File: config.mk
export PLATFORM = sky130hd
export DESIGN_NAME = td4_prog_loader
export DESIGN_NICKNAME = d
export VERILOG_FILES = /design/src/rtl/td4_pkg.sv /design/src/rtl/td4_prog_mem.sv /design/src/rtl/td4_prog_loader.sv
export SDC_FILE = /design/constraint.sdc
export NUM_CORES = 1
export LEC_CHECK = 0
export BUFFER_PORTS_ARGS = -buffer_cell sky130_fd_sc_hd__buf_2
export CORE_AREA = 2 2 149 151
export CTS_BUF_LIST = sky130_fd_sc_hd__clkbuf_8
export DETAILED_ROUTE_END_ITERATION = 10
export DIE_AREA = 0 0 151 153
export HOLD_SLACK_MARGIN = 0.12
export PLACE_DENSITY = 0.41
export SYNTH_ARGS = -nofsm -noshare
export SYNTH_HDL_FRONTEND = slang
export SYNTH_HIERARCHICAL = 1
export SYNTH_SLANG_ARGS = --single-unit
File: constraint.sdc
create_clock -name clock -period 6.7 [get_ports clock]
set_clock_uncertainty 0.2 [all_clocks]
set_input_delay 1.34 -clock clock [delete_from_list [all_inputs] [get_ports clock]]
set_output_delay 1.34 -clock clock [all_outputs]
set_load 0.02 [all_outputs]
File: src/rtl/td4_pkg.sv
// ============================================================================
// td4_pkg -- shared definitions for the TD4 program loader.
//
// Holds the program-memory geometry, the TD4 opcode constants and the loader
// FSM state encoding. The optional checksum stage is selected with the macro
// TD4_LOADER_CKSUM_EN; when it is undefined the CKSUM and ERROR states do not
// exist in the enumeration at all.
// ============================================================================
package td4_pkg;

    localparam int TD4_DEPTH  = 16;   // program words, one per 4-bit ip value
    localparam int TD4_WORD_W = 8;    // {OP[3:0], Imm[3:0]}
    localparam int TD4_ADDR_W = 4;

    // TD4 opcodes (upper nibble of an instruction word)
    localparam logic [3:0] OP_ADD_A_IM = 4'b0000;
    localparam logic [3:0] OP_MOV_A_B  = 4'b0001;
    localparam logic [3:0] OP_IN_A     = 4'b0010;
    localparam logic [3:0] OP_MOV_A_IM = 4'b0011;
    localparam logic [3:0] OP_MOV_B_A  = 4'b0100;
    localparam logic [3:0] OP_ADD_B_IM = 4'b0101;
    localparam logic [3:0] OP_IN_B     = 4'b0110;
    localparam logic [3:0] OP_MOV_B_IM = 4'b0111;
    localparam logic [3:0] OP_OUT_B    = 4'b1001;
    localparam logic [3:0] OP_OUT_IM   = 4'b1011;
    localparam logic [3:0] OP_JNC_IM   = 4'b1110;
    localparam logic [3:0] OP_JMP_IM   = 4'b1111;

    // Encodings are fixed so the debug view is identical in both builds.
    typedef enum logic [2:0] {
        S_IDLE  = 3'd0,
        S_LOAD  = 3'd1,
`ifdef TD4_LOADER_CKSUM_EN
        S_CKSUM = 3'd2,
        S_ERROR = 3'd4,
`endif
        S_RUN   = 3'd3
    } td4_state_e;

    // Split an instruction word into its opcode field.
    function automatic logic [3:0] td4_opcode(input logic [TD4_WORD_W-1:0] word);
        return word[7:4];
    endfunction

endpackage

File: src/rtl/td4_prog_mem.sv
// ============================================================================
// td4_prog_mem -- 16x8 TD4 program memory.
//
// Register array with asynchronous clear (active-low reset), one synchronous
// write port and one combinational read port.
//
// Ports:
//   clock  in   rising-edge clock
//   reset  in   async active-low; clears every word to zero
//   we     in   write enable
//   waddr  in   write address
//   wdata  in   write data
//   raddr  in   read address
//   rdata  out  mem[raddr], combinational
// ============================================================================
module td4_prog_mem
    import td4_pkg::*;
#(
    parameter int DEPTH  = TD4_DEPTH,
    parameter int WORD_W = TD4_WORD_W,
    parameter int ADDR_W = TD4_ADDR_W
) (
    input  logic              clock,
    input  logic              reset,
    input  logic              we,
    input  logic [ADDR_W-1:0] waddr,
    input  logic [WORD_W-1:0] wdata,
    input  logic [ADDR_W-1:0] raddr,
    output logic [WORD_W-1:0] rdata
);

    logic [WORD_W-1:0] mem_q [DEPTH];
    logic [WORD_W-1:0] mem_d [DEPTH];

    always_comb begin
        mem_d = mem_q;
        if (we) begin
            mem_d[waddr] = wdata;
        end
    end

    always_ff @(posedge clock or negedge reset) begin
        if (!reset) begin
            for (int i = 0; i < DEPTH; i++) begin
                mem_q[i] <= '0;
            end
        end else begin
            mem_q <= mem_d;
        end
    end

    assign rdata = mem_q[raddr];

endmodule

File: src/rtl/td4_prog_loader.sv
// ============================================================================
// td4_prog_loader -- writer side of the TD4 CPU program memory.
//
// After a start pulse the loader accepts 16 program bytes into addresses
// 0..15 while holding the CPU in reset, then releases the CPU. With the macro
// TD4_LOADER_CKSUM_EN defined a 17th checksum byte follows; the load is
// accepted only if the byte sum of all 17 bytes is 0 mod 256, otherwise the
// loader parks in ERROR with err=1 and keeps the CPU held.
//
// Ports:
//   clock       in   rising-edge clock
//   reset       in   async active-low reset (clears FSM and memory)
//   start       in   one-cycle pulse, begin a program load (IDLE/RUN/ERROR)
//   byte_in     in   program byte
//   byte_valid  in   byte_in is valid
//   byte_ready  out  loader accepts a byte this cycle
//   ip          in   CPU instruction pointer
//   instr       out  mem[ip], combinational
//   cpu_hold    out  keep the CPU in reset (0 only in RUN)
//   load_addr   out  next write address
//   err         out  checksum failure (tied 0 without the checksum stage)
//   state_dbg   out  current FSM state, for observation only
// ============================================================================
module td4_prog_loader
    import td4_pkg::*;
#(
    parameter int DEPTH  = TD4_DEPTH,
    parameter int WORD_W = TD4_WORD_W
) (
    input  logic              clock,
    input  logic              reset,
    input  logic              start,
    input  logic [WORD_W-1:0] byte_in,
    input  logic              byte_valid,
    output logic              byte_ready,
    input  logic [3:0]        ip,
    output logic [WORD_W-1:0] instr,
    output logic              cpu_hold,
    output logic [3:0]        load_addr,
    output logic              err,
    output td4_state_e        state_dbg
);

    localparam int ADDR_W = TD4_ADDR_W;
    localparam logic [ADDR_W-1:0] LAST_ADDR = ADDR_W'(DEPTH - 1);

    // Handshake: a byte is transferred on a rising edge exactly when
    // byte_valid and byte_ready are both 1. byte_ready depends only on the
    // state (LOAD or CKSUM), never on byte_valid, so inside those states
    // byte_valid alone identifies a transfer. byte_valid while byte_ready=0 is
    // dropped, and start is ignored while bytes are being accepted.

    td4_state_e        state_q, state_d;
    logic [ADDR_W-1:0] addr_q, addr_d;
    logic              mem_we;

`ifdef TD4_LOADER_CKSUM_EN
    logic [WORD_W-1:0] sum_q, sum_d;
    logic              err_q, err_d;
    logic [WORD_W-1:0] cksum_total;

    assign cksum_total = sum_q + byte_in;
`endif

    always_comb begin
        state_d    = state_q;
        addr_d     = addr_q;
        mem_we     = 1'b0;
        byte_ready = 1'b0;
        cpu_hold   = 1'b1;
`ifdef TD4_LOADER_CKSUM_EN
        sum_d      = sum_q;
        err_d      = err_q;
`endif
        case (state_q)
            S_IDLE: begin
                if (start) begin
                    state_d = S_LOAD;
                    addr_d  = '0;
`ifdef TD4_LOADER_CKSUM_EN
                    sum_d   = '0;
`endif
                end
            end
            S_LOAD: begin
                byte_ready = 1'b1;
                if (byte_valid) begin
                    mem_we = 1'b1;
                    addr_d = addr_q + ADDR_W'(1);   // wraps to 0 after 15
`ifdef TD4_LOADER_CKSUM_EN
                    sum_d  = sum_q + byte_in;
                    if (addr_q == LAST_ADDR) begin
                        state_d = S_CKSUM;
                    end
`else
                    if (addr_q == LAST_ADDR) begin
                        state_d = S_RUN;
                    end
`endif
                end
            end
`ifdef TD4_LOADER_CKSUM_EN
            S_CKSUM: begin
                // The checksum byte is consumed but never written to memory.
                byte_ready = 1'b1;
                if (byte_valid) begin
                    if (cksum_total == '0) begin
                        state_d = S_RUN;
                    end else begin
                        state_d = S_ERROR;
                        err_d   = 1'b1;
                    end
                end
            end
            S_ERROR: begin
                if (start) begin
                    state_d = S_LOAD;
                    addr_d  = '0;
                    sum_d   = '0;
                    err_d   = 1'b0;
                end
            end
`endif
            S_RUN: begin
                cpu_hold = 1'b0;
                if (start) begin
                    state_d = S_LOAD;
                    addr_d  = '0;
`ifdef TD4_LOADER_CKSUM_EN
                    sum_d   = '0;
`endif
                end
            end
            default: begin
                state_d = S_IDLE;
            end
        endcase
    end

    always_ff @(posedge clock or negedge reset) begin
        if (!reset) begin
            state_q <= S_IDLE;
            addr_q  <= '0;
`ifdef TD4_LOADER_CKSUM_EN
            sum_q   <= '0;
            err_q   <= 1'b0;
`endif
        end else begin
            state_q <= state_d;
            addr_q  <= addr_d;
`ifdef TD4_LOADER_CKSUM_EN
            sum_q   <= sum_d;
            err_q   <= err_d;
`endif
        end
    end

`ifdef TD4_LOADER_CKSUM_EN
    assign err = err_q;
`else
    assign err = 1'b0;
`endif

    assign load_addr = addr_q;
    assign state_dbg = state_q;

    td4_prog_mem #(
        .DEPTH  (DEPTH),
        .WORD_W (WORD_W),
        .ADDR_W (ADDR_W)
    ) u_mem (
        .clock (clock),
        .reset (reset),
        .we    (mem_we),
        .waddr (addr_q),
        .wdata (byte_in),
        .raddr (ip),
        .rdata (instr)
    );

endmodule

==> summary.txt <==
Status
  – Status: finished, final reports clean

Yosys
  – Post-synth top area share: 52.9%
  – Mux cell area share after synthesis: 35.1%
  – Area leader, netlist: dfrtp_1
  – Post-synthesis sequential area ratio: between 50% and 60%
  – Most used DFF post-synth: dfrtp_1
  – Distinct cells, synth: 40
  – Yosys reg bits: ~130
  – FFs w/ async S/R, synth: 100%
  – Syn avg cell area: about 16 µm²
  – Synth Area in XOR/XNOR: 0%
  – Commonest cells post-synth: dfrtp_1 (134), mux2_2 (120), mux4_2 (32)
  – Mapped Cells: between 400 and 500
  – Synth top area cells: dfrtp_1 (53%), mux2_2 (21%), mux4_2 (11%)
  – Synth Area in Simple Gates: about 5.3%
  – Synth Area in Adders: less than 1%
  – Synthesized area: 0.00634 mm²
  – Post-synth EDFFs: 0
  – Syn. warnings: 6
  – Synth Area in Compound Gates: under 10%
  – Largest family of logic cells by synthesized area: multiplexers
  – Top-count cell post-synth: dfrtp_1

Worst setup path
  – Worst endpoint data arrival time: between 3000 and 4000 ps
  – Required time of the critical path: ~5200 ps
  – Startpoint Class: input port
  – CP endpoint kind: output port
  – Crit-path max FO: 16
  – Cells along the critical path: buf_2, buf_4, mux4_2, a22oi_1, nand2_1, buf_2
  – Critical path's most frequent cell: buf_2
  – Critical Path Slowest Stage Cell: mux4_2
  – Critical path type: in2out
  – CP max stage delay: ~520 ps

Timing
  – Slew margin rel.: 23.5%
  – Final Cycle Share: 71.9%
  – Period minus WS final: a little under 5000 ps
  – Max Freq: roughly 210 MHz
  – Final setup violation count: 0
  – RSZ-0062 raised after global routing: no
  – Fin. Hold Viols: 0
  – Least-Margin Pin Slew: roughly 1100 ps
  – Final slew viol count: 0
  – Setup tns final: 0 ps

Floorplanning
  – Die width: about 150 µm
  – # IOs: 34
  – Core Rows: 54
  – Core ar.: roughly 0.021 mm²
  – Chip height: about 150 µm
  – Full die area: 0.0231 mm²
  – Initial Util: between 20 and 30%

Pwr
  – Switching share of power: between 20% and 30%
  – Logic pwr share: approximately 28%
  – Clock share of power: approximately a quarter
  – Total power: around 2.9 mW
  – PD cells: between 400 and 500 mW/mm²
  – P_sw: a little over 0.8 mW
  – Leak: between 3 and 4 nW
  – VDD IR-drop max: about 0.13 mV
  – Internal Pwr Total: ~2.1 mW
  – Share of power burned in registers: 47.1%

Route
  – Wirelength per Cell: ~21 µm
  – Detailed-router iteration count before antenna repair: 6
  – Iter 0 DRT Violations: around 160
  – Final ANT Viol Nets: 0
  – Residual DRC: 0
  – Via count: 3562
  – Final wirelength: 15000 µm
  – Via density: between 4 and 5

Worst hold path
  – Type of the worst min-delay path: reg2reg

CTS
  – CTS clk-pin slew, worst paths: roughly 70 ps
  – Max Buffers Root-to-Sink: 2
  – # hold bufs at CTS: 0
  – # Post-CTS Setup Buffers: 0
  – Post-CTS resize count: 0
  – CTS tree: built
  – CTS sink count: between 100 and 150
  – H-tree depth: 4
  – Clock Latency Late Sink: ~430 ps
  – Clock root buffer: clkbuf_8
  – Total CTS buffers: 17

Global route
  – Initial antenna violation count: 0
  – Vias in the first global route: between 3000 and 4000
  – First-pass GRT wire length: 23800 µm
  – Pin count of the biggest net entering global routing: 80
  – Grt ovf: 0
  – GRT Util Overall: 14.0%

Placement
  – Detailed Place HPWL: between 9000 and 10000 µm
  – Number of port buffers: 31
  – Placer congestion estimate: ~0.70

Final layout
  – Antenna diode count: 0
  – Nets: 456
  – Share of cells above drive strength 1: 54.3%
  – Area Overhead vs Synth: 12.9%

Flow run
  – # Max-Cap Violations: 0
critical path, delay by kind of cell:
kind / cells / cell delay, ps
AND/OR/NAND/NOR: 1 / 120
AO/OA/AOI/OAI: 1 / 270
multiplexers: 1 / 520
buffers and inverters: 3 / 1010
cells in the final DEF, fill, tap and decap left out, drive strengths merged, types with 2 or more instances in the layout:
master and count:
conb 2, clkinvlp 3, nand2b 3, ha 5, o21ai 4, o2bb2ai 2, mux2 129, and2 2
nor2 7, nor3 6, inv 6, a22oi 18, nand2 10, buf 34, a21oi 2, mux4 32
nor2b 3, clkinv 2, bufinv 3, nand3b 2, clkbuf 21, dfrtp 134, mux2i 2, or3 2
nand3 3
per-layer routing:
layer  vias up  track usage (%)  wire [µm]
met3         6             3.22        426
met1      1930             19.1       6940
met4         0             3.87        121
met5         -                0          0
li1       1580                -          -
met2        46             22.6       7500
power groups by stage:
| stage | Clock [mW] | Combinational (mW) | Sequential, mW |
|---|---|---|---|
| after detailed placement | 0 | 0.829 | 1.37 |
| final | 0.707 | 0.816 | 1.36 |
| after floorplan | 0 | 0.678 | 1.30 |
| after global routing | 0.777 | 0.885 | 1.40 |
| after global placement | 0 | 0.805 | 1.36 |
| after CTS | 0.734 | 0.831 | 1.36 |
layout make-up:
type,count,area [µm²]
clock buffers,21,289
clock inverters,9,126
fillers,2117,14300
inverters,5,18.8
multi-input cells,243,2840
flip-flops and latches,134,3350
well taps,280,350
repair buffers,34,184
path summary, 6_finish.rpt:
| kind | cells after the start | slack, ps | startpoint | to |
|---|---|---|---|---|
| worst max-delay path | 6 | 1880 | ip[0] | instr[3] |
| worst min-delay path | 1 | 300 | u_mem/mem_q[21] | u_mem/mem_q[21] |
| worst max register to register | 6 | 3720 | state_dbg[1] | u_mem/mem_q[40] |
| worst min register to register | 1 | 300 | u_mem/mem_q[21] | u_mem/mem_q[21] |
| max in group asynchronous | 2 | 4270 | reset | u_mem/mem_q[7] |
| min in group asynchronous | 1 | 740 | reset | u_mem/mem_q[119] |
metrics by stage:
| step | cell area, µm² | std cells | setup slack, ps | util [%] | hold slack [ps] |
|---|---|---|---|---|---|
| after global routing | 7160 | 726 | 1730 | 33.3 | 320 |
| after detailed placement | 6740 | 696 | 1800 | 31.4 | 291 |
| after floorplan | 6340 | 408 | 2530 | - | 274 |
| final | 7160 | 726 | 1880 | 33.3 | 304 |
| after global placement | 6740 | 696 | 1810 | 31.4 | 282 |
| after CTS | 7160 | 726 | 1800 | 33.3 | 306 |
flip-flops by register name (all words and copies together), names as in the netlist:
| signal | cells |
|---|---|
| state_dbg | 2 |
| load_addr | 4 |
| u_mem/mem_q | 128 |
kinds of logic after synthesis:
group / Yosys count
compound gates: 28
flops: 134
fa+ha+maj: 5
mux: 163
other cells: 1
simple gates: 45
buf+inv: 31
Note: power is estimated with default switching activity, not from simulation.
